### config.mk
export PLATFORM = sky130hd
export DESIGN_NAME = fpu_uart_sequencer
export DESIGN_NICKNAME = d
export VERILOG_FILES = /design/src/rtl/fpu_uart_sequencer.sv
export SDC_FILE = /design/constraint.sdc
export NUM_CORES = 1
export LEC_CHECK = 0
export CORE_UTILIZATION = 54
export CTS_BUF_LIST = sky130_fd_sc_hd__clkbuf_16
export DETAILED_ROUTE_END_ITERATION = 10
export GPL_TIMING_DRIVEN = 0
export MAX_ROUTING_LAYER = met4
export PLACE_DENSITY_LB_ADDON = 0.2
export SYNTH_ARGS = -nofsm -noshare
export SYNTH_HDL_FRONTEND = slang
export SYNTH_SLANG_ARGS = --single-unit
### constraint.sdc
create_clock -name clk -period 6.4 [get_ports clk]
set_clock_uncertainty 0.05 [all_clocks]
set_input_delay 1.28 -clock clk [delete_from_list [all_inputs] [get_ports clk]]
set_output_delay 1.28 -clock clk [all_outputs]
set_load 0.02 [all_outputs]
### src/rtl/fpu_uart_sequencer.sv
// fpu_uart_sequencer: byte-level sequencer between the UART and the FPU cores.
// It collects a 9-byte frame (op A, op B, opcode), issues one request to the
// selected core and waits for its ready. The 32-bit result goes back MSB first
// as 4 bytes, paced by the transmitter's busy handshake.
// Optional build macro FPU_SEQ_TIMEOUT_EN: abort WAIT after TIMEOUT_CYCLES
// cycles, returning qNaN and pulsing err.
module fpu_uart_sequencer #(
  parameter int unsigned TIMEOUT_CYCLES = 1024
) (
  input  logic        clk,
  input  logic        rst_n,
  input  logic [7:0]  rx_data,
  input  logic        rx_valid,
  output logic [7:0]  tx_data,
  output logic        tx_start,
  input  logic        tx_busy,
  output logic [31:0] op_a,
  output logic [31:0] op_b,
  output logic [1:0]  op_sel,
  output logic        fpu_dval,
  input  logic [31:0] fpu_result,
  input  logic        fpu_rdy,
  output logic        busy,
  output logic        err,
  output logic        overrun
);

  localparam logic [2:0] S_COLLECT   = 3'd0;
  localparam logic [2:0] S_DECODE    = 3'd1;
  localparam logic [2:0] S_ISSUE     = 3'd2;
  localparam logic [2:0] S_WAIT      = 3'd3;
  localparam logic [2:0] S_SEND      = 3'd4;
  localparam logic [2:0] S_SEND_WAIT = 3'd5;

  logic [2:0]  state_q, state_d;
  logic [3:0]  cnt_q, cnt_d;
  logic [1:0]  k_q, k_d;
  logic        first_q, first_d;
  logic [31:0] res_q, res_d;
  logic [31:0] opa_q, opa_d;
  logic [31:0] opb_q, opb_d;
  logic [7:0]  opc_q, opc_d;
  logic [1:0]  sel_q, sel_d;
  logic [7:0]  txd_q, txd_d;
`ifdef FPU_SEQ_TIMEOUT_EN
  localparam logic [15:0] TMO_LAST = 16'(TIMEOUT_CYCLES - 1);
  logic [15:0] tmo_q, tmo_d;
`endif

  logic       opc_ok;
  logic [1:0] opc_sel;
  logic [7:0] res_byte;

  // Opcode byte to core select; anything else is a bad frame.
  always_comb begin
    opc_ok  = 1'b1;
    opc_sel = 2'b00;
    case (opc_q)
      8'hF0:   opc_sel = 2'b00;
      8'h0F:   opc_sel = 2'b01;
      8'h33:   opc_sel = 2'b10;
      8'hCC:   opc_sel = 2'b11;
      default: opc_ok  = 1'b0;
    endcase
  end

  // Result byte k, MSB first.
  always_comb begin
    case (k_q)
      2'd0:    res_byte = res_q[31:24];
      2'd1:    res_byte = res_q[23:16];
      2'd2:    res_byte = res_q[15:8];
      default: res_byte = res_q[7:0];
    endcase
  end

  assign op_a    = opa_q;
  assign op_b    = opb_q;
  assign op_sel  = sel_q;
  assign busy    = (state_q != S_COLLECT);
  assign overrun = rx_valid && (state_q != S_COLLECT);

  // Next-state logic; strobes are decoded from state so they land in the
  // same cycle as the condition that fires them.
  always_comb begin
    state_d  = state_q;
    cnt_d    = cnt_q;
    k_d      = k_q;
    first_d  = first_q;
    res_d    = res_q;
    opa_d    = opa_q;
    opb_d    = opb_q;
    opc_d    = opc_q;
    sel_d    = sel_q;
    txd_d    = txd_q;
`ifdef FPU_SEQ_TIMEOUT_EN
    tmo_d    = tmo_q;
`endif
    tx_start = 1'b0;
    fpu_dval = 1'b0;
    err      = 1'b0;
    case (state_q)
      S_COLLECT: if (rx_valid) begin
        // Bytes arrive MSB first, so shifting in builds each operand.
        if (cnt_q < 4'd4)      opa_d = {opa_q[23:0], rx_data};
        else if (cnt_q < 4'd8) opb_d = {opb_q[23:0], rx_data};
        if (cnt_q == 4'd8) begin
          opc_d   = rx_data;
          cnt_d   = 4'd0;
          state_d = S_DECODE;
        end else begin
          cnt_d = cnt_q + 4'd1;
        end
      end
      S_DECODE: begin
        if (opc_ok) begin
          sel_d = opc_sel;
          if (opc_sel == 2'b01) opb_d[31] = ~opb_q[31];
          state_d = S_ISSUE;
        end else begin
          res_d   = 32'hFFFF_FFFF;
          err     = 1'b1;
          state_d = S_SEND;
        end
      end
      S_ISSUE: begin
        fpu_dval = 1'b1;
`ifdef FPU_SEQ_TIMEOUT_EN
        tmo_d    = 16'd0;
`endif
        state_d  = S_WAIT;
      end
      S_WAIT: begin
        if (fpu_rdy) begin
          res_d   = fpu_result;
          state_d = S_SEND;
        end
`ifdef FPU_SEQ_TIMEOUT_EN
        else if (tmo_q == TMO_LAST) begin
          res_d   = 32'h7FC0_0000;
          err     = 1'b1;
          state_d = S_SEND;
        end else begin
          tmo_d = tmo_q + 16'd1;
        end
`endif
      end
      S_SEND: if (!tx_busy) begin
        tx_start = 1'b1;
        txd_d    = res_byte;
        first_d  = 1'b1;
        state_d  = S_SEND_WAIT;
      end
      S_SEND_WAIT: begin
        // The transmitter may not raise busy until a cycle after tx_start.
        if (first_q) begin
          first_d = 1'b0;
        end else if (!tx_busy) begin
          k_d     = k_q + 2'd1;
          state_d = (k_q == 2'd3) ? S_COLLECT : S_SEND;
        end
      end
      default: state_d = S_COLLECT;
    endcase
    tx_data = tx_start ? res_byte : txd_q;
  end

  // State and datapath registers.
  always_ff @(posedge clk or negedge rst_n) begin
    if (!rst_n) begin
      state_q <= S_COLLECT;
      cnt_q   <= 4'd0;
      k_q     <= 2'd0;
      first_q <= 1'b0;
      res_q   <= 32'd0;
      opa_q   <= 32'd0;
      opb_q   <= 32'd0;
      opc_q   <= 8'd0;
      sel_q   <= 2'b00;
      txd_q   <= 8'd0;
`ifdef FPU_SEQ_TIMEOUT_EN
      tmo_q   <= 16'd0;
`endif
    end else begin
      state_q <= state_d;
      cnt_q   <= cnt_d;
      k_q     <= k_d;
      first_q <= first_d;
      res_q   <= res_d;
      opa_q   <= opa_d;
      opb_q   <= opb_d;
      opc_q   <= opc_d;
      sel_q   <= sel_d;
      txd_q   <= txd_d;
`ifdef FPU_SEQ_TIMEOUT_EN
      tmo_q   <= tmo_d;
`endif
    end
  end

endmodule

==> flow_metrics.env <==
export IMPL_finalCriticalPeriod_ns=4.83
export IMPL_stdcell_count=706
export IMPL_p_per_area_nw_per_um2=520
export IMPL_grt_max_degree=65
export IMPL_worstPathArrival_ns=3.50
export IMPL_ctsHoldBuffers=0
export IMPL_ys_types=44
export IMPL_rsz0062_at_grt="no"
export IMPL_drcViolationCount=0
export IMPL_cp_max_fo=10
export IMPL_cp_common_cell="clkdlybuf4s50_1"
export IMPL_rows=36
export IMPL_via_per_inst=5.68
export IMPL_yosysTopAreaCell="dfrtp_1"
export IMPL_grt_pass1_vias=4029
export IMPL_worstSkewPairLatency_ns=0.41
export IMPL_cts_root_buffer="clkbuf_16"
export IMPL_yosysSeqAreaShare=0.571
export IMPL_synth_warnings=0
export IMPL_syn_area_um2=5430
export IMPL_synth_top_cells_by_count="dfrtp_1 (124), mux2_2 (44), o22ai_1 (31)"
export IMPL_post_cts_buffers=0
export IMPL_wl_um=12800
export IMPL_critPathCaptureType="output pin"
export IMPL_yosys_register_bits=124
export IMPL_synth_most_common_cell="dfrtp_1"
export IMPL_crit_chain="clkdlybuf4s50_1 -> nor2_1 -> nand3b_1 -> clkbuf_1 -> o21ai_0 -> clkdlybuf4s50_1"
export IMPL_num_fill_cells=631
export IMPL_max_clock_path_buffers=2
export IMPL_chipWidth_um=102
export IMPL_dpl_hpwl_um=8800
export IMPL_cp_slowest_cell="clkdlybuf4s50_1"
export IMPL_start_util=0.556
export IMPL_nets=613
export IMPL_peakVddDrop_uv=298
export IMPL_slowest_delay_ns=0.64
export IMPL_syn_to_final_growth_pct=36.1
export IMPL_hold_worst_slack_ns=0.448
export IMPL_finalWorstSetupSlack_ns=1.57
export IMPL_htreeDepth=4
export IMPL_required_ns=5.07
export IMPL_routedWlPerCell_um=18.1
export IMPL_synth_cells=419
export IMPL_final_hold_violation_count=0
export IMPL_hold_class="register to register"
export IMPL_die_h_um=102
export IMPL_place_inst=676
export IMPL_synthTopCellsByArea="dfrtp_1 (57%), mux2_2 (9.1%), mux2_4 (8.3%)"
export IMPL_place_gp_congestion=0.841
export IMPL_status="completed"
export IMPL_worst_slew_pin_slew_ns=0.683
export IMPL_cts_resized=0
export IMPL_grt_util_all_layers=0.267
export IMPL_clkTransAtPathRegs_ns=0.05
export IMPL_fp_coreArea_um2=9770
export IMPL_synth_edff_count=0
export IMPL_insertedDiodeCount=0
export IMPL_drtPass1Iterations=5
export IMPL_drt_iter0_drc=235
export IMPL_fmax_ghz=0.207
export IMPL_grt_pass1_wl_um=20300
export IMPL_antenna_found_initial=0
export IMPL_drive_gt1_frac=0.185
export IMPL_numPortBuffers=123
export IMPL_dieArea_um2=10500
export IMPL_ios=124
export IMPL_fin_crit_sh=0.754
export IMPL_worstSetupStartpointType="input pin"
export IMPL_grt_overflow_total=0
export IMPL_critPathKind="input pin to output pin"
export IMPL_synth_fp_nets=470
export IMPL_dp_slack_ns=1.61
export IMPL_final_core_util=0.757
export IMPL_avgSynthCellArea_um2=13.0
export IMPL_p_leak_nw=3.15
export IMPL_async_flop_share=1.00
export IMPL_relSlewSlack=0.542
export IMPL_dr_total_vias=4007
export IMPL_ant_nets=0
export IMPL_slew_viol_final=0
export IMPL_setup_violations=0
export IMPL_synth_flop_cell="dfrtp_1"
export IMPL_clock_sinks=124
export IMPL_cts_inserted_buffers=17
export IMPL_cts_tree="done"
export IMPL_synth_top_cell_area_share=0.571
export IMPL_cap_violations=0
-- flip-flops by register name, indices dropped and copies added (netlist names) --
| signal | cells |
|---|---|
| opc_q | 8 |
| first_q | 1 |
| k_q | 2 |
| txd_q | 8 |
| op_sel | 2 |
| op_a | 32 |
| res_q | 32 |
| state_q | 3 |
| op_b | 32 |
| cnt_q | 4 |
-- power by group --
| part | leakage (nW) | switching (mW) | internal (mW) |
|---|---|---|---|
| registers | 1.42 | 0.255 | 1.10 |
| logic | 1.47 | 0.756 | 0.851 |
| clock network | 0.264 | 0.321 | 0.556 |
| total | 3.15 | 1.33 | 2.51 |
-- cells in the final DEF (no fill, tap or decap), types with 8 or more instances in the layout --
master and instances:
clkbuf_1 22, a2bb2oi_1 30, clkbuf_16 17, a21oi_1 13, mux2_2 44, clkdlybuf4s50_1 122
inv_1 9, a222oi_1 8, o22ai_1 31, mux2_4 30, nor2_1 21, nand2_1 17
o21ai_0 13, dfrtp_1 124
-- worst max-delay path, delay by kind of cell --
kind	cells	cell delay, ns
buffers and inverters	3	1.39
and+or+nand+nor	2	0.56
AOI/OAI and AO/OA	1	0.27
-- worst paths after layout --
path                       startpoint         end  cells past startpoint  slack, ns
max                           tx_busy  tx_data[6]                      6       1.57
min                          txd_q[0]    txd_q[0]                      2       0.45
max reg2reg                state_q[2]    op_b[26]                      5       4.04
min reg2reg                  txd_q[0]    txd_q[0]                      2       0.45
max in group asynchronous       rst_n     op_b[0]                      2       4.80
min in group asynchronous       rst_n    op_a[22]                      1       0.79
-- metal layers --
layer  track usage  up-vias  wire [um]
met5             -        -          0
met4        0.0769        0        127
met3        0.0752       13        742
met2         0.411      148       6130
met1         0.345     1991       5770
li1              -     1855          -
-- cell families (layout without fill, tap and decap cells) --
family	after synthesis	count (layout)	synth area share
xor gates and xnor gates	1	1	0.00161
DFF	124	124	0.571
adders and majority gates	6	6	0.0138
AOI/OAI and AO/OA	109	109	0.144
and+or+nand+nor	66	66	0.0638
buffers and inverters	39	193	0.0318
muxes	74	74	0.174
-- through the flow --
stage	TNS [ns]	instance area [um^2]	total power [mW]
2_1_floorplan	0	5430	2.24
3_3_place_gp	-81.16	6830	2.91
3_5_place_dp	0	6860	2.96
4_1_cts	0	7400	3.86
5_1_grt	0	7400	4.04
6_report	0	7400	3.84
-- final cells by class --
type / instances / area, um^2 / area share
Clock inverter: 13 / 111 / 0.0151
Buffer: 32 / 146 / 0.0198
Tap cell: 133 / 166 / 0.0225
Clock buffer: 17 / 425 / 0.0575
Multi-Input combinational cell: 256 / 2160 / 0.292
Sequential cell: 124 / 3100 / 0.419
Inverter: 7 / 26.3 / 0.00355
Timing Repair Buffer: 124 / 1260 / 0.170
Note: power is estimated with default switching activity, not from simulation.
